`config.mk`:
```
export PLATFORM = sky130hd
export DESIGN_NAME = control_multi_flat
export DESIGN_NICKNAME = d
export VERILOG_FILES = /design/src/rtl/mips_pkg.sv /design/src/rtl/control_multi_if.sv /design/src/rtl/control_multi_outdec.sv /design/src/rtl/control_multi.sv /design/src/flat_wrapper.sv
export SDC_FILE = /design/constraint.sdc
export NUM_CORES = 1
export LEC_CHECK = 0
export CORE_UTILIZATION = 25
export CTS_CLUSTER_DIAMETER = 50
export DETAILED_ROUTE_END_ITERATION = 8
export SLEW_MARGIN = 20
export SYNTH_ARGS = -nofsm -noshare
export SYNTH_HDL_FRONTEND = slang
export SYNTH_SLANG_ARGS = --single-unit
```
`constraint.sdc`:
```
create_clock -name clk -period 2.26 [get_ports clk]
set_input_delay 0.226 -clock clk [delete_from_list [all_inputs] [get_ports clk]]
set_output_delay 0.226 -clock clk [all_outputs]
set_load 0.05 [all_outputs]
```
`src/rtl/mips_pkg.sv`:
```
// Shared definitions for the multi-cycle MIPS controller.
// Holds the opcode constants, the 4-bit state encodings, the ALU class codes,
// the mux select codes and the packed control-word struct used between the
// state register and the output decoder.
package mips_pkg;

  // Opcode field values, IR[31:26]
  localparam logic [5:0] R_FORMAT = 6'd0;
  localparam logic [5:0] J        = 6'd2;
  localparam logic [5:0] BEQ      = 6'd4;
  localparam logic [5:0] LW       = 6'd35;
  localparam logic [5:0] SW       = 6'd43;
  localparam logic [5:0] HALT     = 6'd63;

  // ALU operation class
  localparam logic [1:0] ALU_ADD   = 2'b00;
  localparam logic [1:0] ALU_SUB   = 2'b01;
  localparam logic [1:0] ALU_FUNCT = 2'b10;

  // PC source mux
  localparam logic [1:0] PC_ALU    = 2'b00;
  localparam logic [1:0] PC_BRANCH = 2'b01;
  localparam logic [1:0] PC_JUMP   = 2'b10;

  // ALU B-input mux
  localparam logic [1:0] SRCB_REG    = 2'b00;
  localparam logic [1:0] SRCB_FOUR   = 2'b01;
  localparam logic [1:0] SRCB_IMM    = 2'b10;
  localparam logic [1:0] SRCB_IMM_SH = 2'b11;

  typedef enum logic [3:0] {
    FETCH    = 4'd0,
    DECODE   = 4'd1,
    MEMADR   = 4'd2,
    MEMRD    = 4'd3,
    MEMWB    = 4'd4,
    MEMWR    = 4'd5,
    RTYPE_EX = 4'd6,
    RTYPE_WB = 4'd7,
    BEQ_EX   = 4'd8,
    JUMP_EX  = 4'd9,
    HALTED   = 4'd10,
    ERROR    = 4'd11
  } state_t;

  typedef struct packed {
    logic       pc_write;
    logic       pc_write_cond;
    logic       ior_d;
    logic       mem_read;
    logic       mem_write;
    logic       memto_reg;
    logic       ir_write;
    logic       alu_src_a;
    logic       reg_write;
    logic       reg_dst;
    logic [1:0] pc_source;
    logic [1:0] alu_src_b;
    logic [1:0] alu_op;
    logic       halt;
    logic       error;
  } ctrl_t;

endpackage

```
`src/rtl/control_multi_if.sv`:
```
// Controller <-> datapath bundle for control_multi.
// master: the controller (reads opcode/mem_ready, drives strobes, selects,
//         Halt/Error, state and the cycle counter).
// slave:  the datapath/observer side.
// Parameter CNT_W sets the width of the cycle counter.
interface control_multi_if #(
  parameter int unsigned CNT_W = 32
);
  logic [5:0]       opcode;
  logic             mem_ready;
  logic             PCWrite;
  logic             PCWriteCond;
  logic             IorD;
  logic             MemRead;
  logic             MemWrite;
  logic             MemtoReg;
  logic             IRWrite;
  logic             ALUSrcA;
  logic             RegWrite;
  logic             RegDst;
  logic [1:0]       PCSource;
  logic [1:0]       ALUSrcB;
  logic [1:0]       ALUOp;
  logic             Halt;
  logic             Error;
  logic [3:0]       state;
  logic [CNT_W-1:0] cycles;

  modport master (
    input  opcode, mem_ready,
    output PCWrite, PCWriteCond, IorD, MemRead, MemWrite, MemtoReg, IRWrite,
           ALUSrcA, RegWrite, RegDst, PCSource, ALUSrcB, ALUOp, Halt, Error,
           state, cycles
  );

  modport slave (
    output opcode, mem_ready,
    input  PCWrite, PCWriteCond, IorD, MemRead, MemWrite, MemtoReg, IRWrite,
           ALUSrcA, RegWrite, RegDst, PCSource, ALUSrcB, ALUOp, Halt, Error,
           state, cycles
  );
endinterface

```
`src/rtl/control_multi_outdec.sv`:
```
// Combinational output decoder: current state (+ mem_ready for the FETCH
// IR/PC write strobes) -> control word. Every field not set for a state is 0.
// Ports: state (in), mem_ready (in), ctrl (out, ctrl_t).
// Optional feature macro: CONTROL_MULTI_JUMP_EN (decodes JUMP_EX).
module control_multi_outdec
  import mips_pkg::*;
(
  input  state_t state,
  input  logic   mem_ready,
  output ctrl_t  ctrl
);

  always_comb begin
    ctrl = '0;
    case (state)
      FETCH: begin
        ctrl.mem_read  = 1'b1;
        ctrl.alu_src_b = SRCB_FOUR;
        ctrl.alu_op    = ALU_ADD;
        ctrl.pc_source = PC_ALU;
        ctrl.ir_write  = mem_ready;
        ctrl.pc_write  = mem_ready;
      end
      DECODE: begin
        ctrl.alu_src_b = SRCB_IMM_SH;
        ctrl.alu_op    = ALU_ADD;
      end
      MEMADR: begin
        ctrl.alu_src_a = 1'b1;
        ctrl.alu_src_b = SRCB_IMM;
        ctrl.alu_op    = ALU_ADD;
      end
      MEMRD: begin
        ctrl.mem_read = 1'b1;
        ctrl.ior_d    = 1'b1;
      end
      MEMWB: begin
        ctrl.reg_write = 1'b1;
        ctrl.memto_reg = 1'b1;
      end
      MEMWR: begin
        ctrl.mem_write = 1'b1;
        ctrl.ior_d     = 1'b1;
      end
      RTYPE_EX: begin
        ctrl.alu_src_a = 1'b1;
        ctrl.alu_src_b = SRCB_REG;
        ctrl.alu_op    = ALU_FUNCT;
      end
      RTYPE_WB: begin
        ctrl.reg_write = 1'b1;
        ctrl.reg_dst   = 1'b1;
      end
      BEQ_EX: begin
        ctrl.alu_src_a     = 1'b1;
        ctrl.alu_src_b     = SRCB_REG;
        ctrl.alu_op        = ALU_SUB;
        ctrl.pc_write_cond = 1'b1;
        ctrl.pc_source     = PC_BRANCH;
      end
`ifdef CONTROL_MULTI_JUMP_EN
      JUMP_EX: begin
        ctrl.pc_write  = 1'b1;
        ctrl.pc_source = PC_JUMP;
      end
`endif
      HALTED: ctrl.halt  = 1'b1;
      ERROR:  ctrl.error = 1'b1;
      default: ;
    endcase
  end

endmodule

```
`src/rtl/control_multi.sv`:
```
// Multi-cycle MIPS main controller: state register, next-state logic and a
// saturating cycle counter; output decode lives in control_multi_outdec.
// Ports: clk (rising edge), reset (async, active high),
//        bus (control_multi_if.master: opcode/mem_ready in, strobes,
//        selects, Halt, Error, state, cycles out).
// Parameter CNT_W: cycle counter width.
// Optional feature macro: CONTROL_MULTI_JUMP_EN (opcode 2 -> JUMP_EX;
// otherwise opcode 2 traps to ERROR).
module control_multi
  import mips_pkg::*;
#(
  parameter int unsigned CNT_W = 32
) (
  input logic               clk,
  input logic               reset,
  control_multi_if.master   bus
);

  state_t           state;
  logic [CNT_W-1:0] cycles;
  ctrl_t            ctrl;

  always_ff @(posedge clk or posedge reset) begin
    if (reset) begin
      state <= FETCH;
    end else begin
      case (state)
        FETCH:    if (bus.mem_ready) state <= DECODE;
        DECODE: begin
          case (bus.opcode)
            LW, SW:   state <= MEMADR;
            R_FORMAT: state <= RTYPE_EX;
            BEQ:      state <= BEQ_EX;
            HALT:     state <= HALTED;
`ifdef CONTROL_MULTI_JUMP_EN
            J:        state <= JUMP_EX;
`endif
            default:  state <= ERROR;
          endcase
        end
        // opcode is re-sampled here; anything but lw/sw traps
        MEMADR: begin
          if (bus.opcode == LW)      state <= MEMRD;
          else if (bus.opcode == SW) state <= MEMWR;
          else                       state <= ERROR;
        end
        MEMRD:    if (bus.mem_ready) state <= MEMWB;
        MEMWB:    state <= FETCH;
        MEMWR:    if (bus.mem_ready) state <= FETCH;
        RTYPE_EX: state <= RTYPE_WB;
        RTYPE_WB: state <= FETCH;
        BEQ_EX:   state <= FETCH;
        JUMP_EX:  state <= FETCH;
        HALTED:   state <= HALTED;
        ERROR:    state <= ERROR;
        default:  state <= ERROR;
      endcase
    end
  end

  // Counts every clock spent outside HALTED/ERROR; sticks at all-ones.
  always_ff @(posedge clk or posedge reset) begin
    if (reset) begin
      cycles <= '0;
    end else if (state != HALTED && state != ERROR && cycles != '1) begin
      cycles <= cycles + CNT_W'(1);
    end
  end

  control_multi_outdec u_outdec (
    .state     (state),
    .mem_ready (bus.mem_ready),
    .ctrl      (ctrl)
  );

  assign bus.PCWrite     = ctrl.pc_write;
  assign bus.PCWriteCond = ctrl.pc_write_cond;
  assign bus.IorD        = ctrl.ior_d;
  assign bus.MemRead     = ctrl.mem_read;
  assign bus.MemWrite    = ctrl.mem_write;
  assign bus.MemtoReg    = ctrl.memto_reg;
  assign bus.IRWrite     = ctrl.ir_write;
  assign bus.ALUSrcA     = ctrl.alu_src_a;
  assign bus.RegWrite    = ctrl.reg_write;
  assign bus.RegDst      = ctrl.reg_dst;
  assign bus.PCSource    = ctrl.pc_source;
  assign bus.ALUSrcB     = ctrl.alu_src_b;
  assign bus.ALUOp       = ctrl.alu_op;
  assign bus.Halt        = ctrl.halt;
  assign bus.Error       = ctrl.error;
  assign bus.state       = state;
  assign bus.cycles      = cycles;

endmodule

```
`src/flat_wrapper.sv`:
```
// flat-port wrapper written by rule: the top's interface ports become plain ports
module control_multi_flat import mips_pkg::*;
#(
  parameter int unsigned CNT_W = 32
)
  (clk, reset, bus_opcode, bus_mem_ready, bus_PCWrite, bus_PCWriteCond, bus_IorD, bus_MemRead, bus_MemWrite, bus_MemtoReg, bus_IRWrite, bus_ALUSrcA, bus_RegWrite, bus_RegDst, bus_PCSource, bus_ALUSrcB, bus_ALUOp, bus_Halt, bus_Error, bus_state, bus_cycles);
  control_multi_if #(.CNT_W(CNT_W)) bus_i ();
  input logic clk;
  input logic reset;
  input wire logic [$bits(bus_i.opcode)-1:0] bus_opcode;
  input wire logic [$bits(bus_i.mem_ready)-1:0] bus_mem_ready;
  output wire logic [$bits(bus_i.PCWrite)-1:0] bus_PCWrite;
  output wire logic [$bits(bus_i.PCWriteCond)-1:0] bus_PCWriteCond;
  output wire logic [$bits(bus_i.IorD)-1:0] bus_IorD;
  output wire logic [$bits(bus_i.MemRead)-1:0] bus_MemRead;
  output wire logic [$bits(bus_i.MemWrite)-1:0] bus_MemWrite;
  output wire logic [$bits(bus_i.MemtoReg)-1:0] bus_MemtoReg;
  output wire logic [$bits(bus_i.IRWrite)-1:0] bus_IRWrite;
  output wire logic [$bits(bus_i.ALUSrcA)-1:0] bus_ALUSrcA;
  output wire logic [$bits(bus_i.RegWrite)-1:0] bus_RegWrite;
  output wire logic [$bits(bus_i.RegDst)-1:0] bus_RegDst;
  output wire logic [$bits(bus_i.PCSource)-1:0] bus_PCSource;
  output wire logic [$bits(bus_i.ALUSrcB)-1:0] bus_ALUSrcB;
  output wire logic [$bits(bus_i.ALUOp)-1:0] bus_ALUOp;
  output wire logic [$bits(bus_i.Halt)-1:0] bus_Halt;
  output wire logic [$bits(bus_i.Error)-1:0] bus_Error;
  output wire logic [$bits(bus_i.state)-1:0] bus_state;
  output wire logic [$bits(bus_i.cycles)-1:0] bus_cycles;
  assign bus_i.opcode = bus_opcode;
  assign bus_i.mem_ready = bus_mem_ready;
  assign bus_PCWrite = bus_i.PCWrite;
  assign bus_PCWriteCond = bus_i.PCWriteCond;
  assign bus_IorD = bus_i.IorD;
  assign bus_MemRead = bus_i.MemRead;
  assign bus_MemWrite = bus_i.MemWrite;
  assign bus_MemtoReg = bus_i.MemtoReg;
  assign bus_IRWrite = bus_i.IRWrite;
  assign bus_ALUSrcA = bus_i.ALUSrcA;
  assign bus_RegWrite = bus_i.RegWrite;
  assign bus_RegDst = bus_i.RegDst;
  assign bus_PCSource = bus_i.PCSource;
  assign bus_ALUSrcB = bus_i.ALUSrcB;
  assign bus_ALUOp = bus_i.ALUOp;
  assign bus_Halt = bus_i.Halt;
  assign bus_Error = bus_i.Error;
  assign bus_state = bus_i.state;
  assign bus_cycles = bus_i.cycles;
  control_multi #(.CNT_W(CNT_W)) u_core (.clk(clk), .reset(reset), .bus(bus_i));
endmodule
```
==> results.tsv <==
stage	metric	value	unit
run_status	status	finished, final reports clean	
global_route	Total Routing Usage GR	0.129	
worst_setup_path	FF-to-FF setup slack	230	ps
worst_setup_path	critical path class	flip-flop to output pin	
timing	Slew HR	0.643	
run	maximum capacitance violations	0	
synth	sequential share of the synthesized area	0.431	
worst_setup_path	CP Capture Type	output pin	
power_and_ir_drop	LEAKAGE	1.31	nW
clocking	root buffer cell	clkbuf_8	
global_route	most crowded layer after global routing	met2	
timing	measured slew at the worst slew-check pin	523	ps
worst_setup_path	crit path cell chain	nor3_1 -> clkdlybuf4s50_1	
timing	Tcrit/Tclk final	0.936	
synth	post-synth top area share	0.431	
global_route	number of global-route vias before repair	1852	
clocking	Setup Buffers After CTS	0	
timing	clk_skew	7.15	ps
power_and_ir_drop	PD cells	1160	nW/µm²
die	I/O pins	63	
finish	Inserted Diodes	0	
clocking	CTS tree	built	
worst_setup_path	slowest stage cell, crit path	clkdlybuf4s50_1	
min_path	Hold Path Class	primary input to async pin	
timing	Final Hold Viols	0	
worst_setup_path	Max FO, Critical Path	12	
die	Starting Density	0.265	
clocking	CTS Buf Count	5	
synth	prevailing post-synth register cell	dfrtp_1	
die	Site Rows	32	
synth	cell area after synthesis	2090	µm²
finish	share of cells above drive strength 1	0.189	
worst_setup_path	startpoint types	flip-flop	
clocking	H-tree Lvls	2	
timing	Post-Route Setup TNS	0	ps
global_route	largest net degree at the start of global routing	37	
worst_setup_path	CP peak stage delay	850	ps
synth	Syn Nets	243	
placement	Post-Place Worst Slack	120	ps
die	Chip Width	93.5	µm
die	die area	8730	µm²
timing	Worst Slack Setup Final	144	ps
timing	final-report setup violation count	0	
synth	Yosys warning total	0	
power_and_ir_drop	Max IR drop VDD	0.00126	V
timing	RSZ-0062 raised after global routing	false	
die	Die H	93.5	µm
synth	#FFs+latches synth	36	
clocking	Clock Tree Buf Depth	2	
finish	area grow syn2layout	42.7	%
synth	EDFF count, synth	0	
detailed_routing	Initial DRC Count	52	
placement	PortBufs	61	
global_route	met2 Usage GRT	0.219	
worst_setup_path	CP arrival	1890	ps
timing	Final Critical Period	2120	ps
timing	max-slew violations	0	
global_route	global-route track usage on met3	0.0366	
detailed_routing	vias post-DR	1843	
global_route	initial antenna violation count	0	
worst_setup_path	Req. time, crit path	2030	ps
timing	fmax	0.473	GHz
detailed_routing	Post-DRT Antenna Nets	0	
placement	placer congestion estimate	0.814	
synth	Yosys top cell by area	dfrtp_1	
global_route	first-pass GRT wire length	8920	µm
clocking	clk slew on worst S/H paths	70	ps
synth	cell with the most instances after synthesis	dfrtp_1	
die	CORE AREA	7890	µm²
worst_setup_path	worst flop-to-flop path endpoint	u_core.bus.cycles[30]$_DFFE_PP0P_	
clocking	insertion delay to the later sink of the worst-skew pair	290	ps
worst_setup_path	worst r2r src	u_core.bus.cycles[0]$_DFFE_PP0P_	
detailed_routing	detailed-router iteration count before antenna repair	4	
detailed_routing	vias per std cell	4.57	
detailed_routing	DRC Markers	0	
finish	Fillers	804	
worst_setup_path	r2r worst-path depth	6	
detailed_routing	drt wl/cell	13.0	µm
synth	Cell variety after synth	46	
detailed_routing	Detailed Route WL	5220	µm
placement	post-DP HPWL	3970	µm
synth	ys async rst share	1.00	
global_route	GRT overflow	0	
power_and_ir_drop	Tot Pwr	3.45	mW
global_route	M1 GR Usage	0.159	
synth	syn avg cell area	8.97	µm²
synth	ranking of synthesized cells by area	dfrtp_1 43%, xor2_1 10%, nor2_1 5.9%, nor3_1 4.5%, nand2_1 4.3%	
finish	Final #Nets	310	
clocking	CTS sink count	36	
synth	Gate Count Post-Synth	233	
synth	top cells by count, synth	36 x dfrtp_1, 33 x nor2_1, 25 x xor2_1, 24 x nand2_1, 19 x nor3_1	
[report_power, final]
part           total, mW  switching [mW]  internal (mW)  leakage, nW
Sequential         0.929           0.171          0.758        0.465
Clock              0.436           0.217          0.219       0.0395
Combinational       2.08            1.31          0.775        0.809
[how the worst max path moves through the flow]
| stage | cells past startpoint | start | endpoint | slack [ps] |
|---|---|---|---|---|
| after floorplan | 3 | u_core.bus.state[1]$_DFFE_PP0P_ | bus_ALUOp[0] | -120 |
| after global placement | 6 | u_core.bus.cycles[0]$_DFFE_PP0P_ | u_core.bus.cycles[30]$_DFFE_PP0P_ | 170 |
| after detailed placement | 6 | u_core.bus.cycles[0]$_DFFE_PP0P_ | u_core.bus.cycles[30]$_DFFE_PP0P_ | 120 |
| after CTS | 6 | u_core.bus.cycles[0]$_DFFE_PP0P_ | u_core.bus.cycles[30]$_DFFE_PP0P_ | 90 |
| after global routing | 5 | u_core.bus.cycles[23]$_DFFE_PP0P_ | u_core.bus.cycles[29]$_DFFE_PP0P_ | 9 |
| final | 2 | u_core.bus.state[1]$_DFFE_PP0P_ | bus_ALUSrcB[0] | 140 |
[registers in the layout (all words and copies together) (netlist names)]
name	count
u_core.bus.state	4
u_core.bus.cycles	32
[placed cells by master (no fill, tap or decap), types with 2 or more instances in the layout]
cell / count
dfrtp_2: 13
nor3_2: 4
xnor2_1: 5
a31oi_1: 2
a21oi_1: 5
clkbuf_1: 3
xor2_1: 25
buf_12: 5
nor4b_1: 2
o211ai_1: 2
nor3_1: 16
nor4_1: 2
mux2_2: 2
or3_4: 2
o21a_1: 2
nand3_1: 13
nand2_1: 24
clkdlybuf4s50_1: 45
inv_1: 8
and3_1: 3
nand2b_1: 2
and4_1: 3
a2bb2oi_1: 3
dfrtp_1: 23
nand3b_1: 2
nor2_1: 33
nand4_1: 5
buf_4: 22
clkbuf_8: 5
o21ai_0: 2
nand4_2: 2
[metrics by stage]
stage               instance area, µm²   util  hold slack, ps  cells
floorplan                         2120      -             392    233
global route                      2980  0.378             400    403
global placement                  2900  0.368             481    395
detailed placement                2900  0.368             485    395
finish                            2980  0.378             351    403
CTS                               2980  0.378             362    403
[worst max-delay path, delay by kind of cell (launching register included)]
kind / cells / cell delay, ps
buf+inv: 1 / 850
flops: 1 / 520
simple gates: 1 / 230
[routing by layer]
metal,routed length (µm),up-vias,part of all wire
li1,-,939,-
met5,0,-,0
met3,347,8,0.066
met1,2320,839,0.44
met2,2470,57,0.47
met4,81,0,0.016
[cell type report]
type | count | area (µm²) | area share
clock buffer | 8 | 80.1 | 0.0268
inverter | 8 | 30.0 | 0.0101
multi-input combinational | 177 | 1110 | 0.373
sequential | 36 | 917 | 0.307
tap | 102 | 128 | 0.0428
timing repair buffer | 72 | 716 | 0.240
[kinds of logic after synthesis]
| family | count (synthesis) | share of synthesized area |
|---|---|---|
| DFF | 36 | 0.431 |
| and+or+nand+nor | 118 | 0.293 |
| muxes | 3 | 0.0156 |
| other | 1 | 0.00179 |
| xor gates and xnor gates | 30 | 0.126 |
| AOI/OAI and AO/OA | 24 | 0.0814 |
| buffers and inverters | 20 | 0.0461 |
| adders and majority gates | 1 | 0.00598 |
[repair_timing]
item / CTS / global route
gates resized for setup: 0 / 1
setup endpoints to repair: 0 / 3
hold buffers: 0 / 0
(Power assumes the default switching activity.)
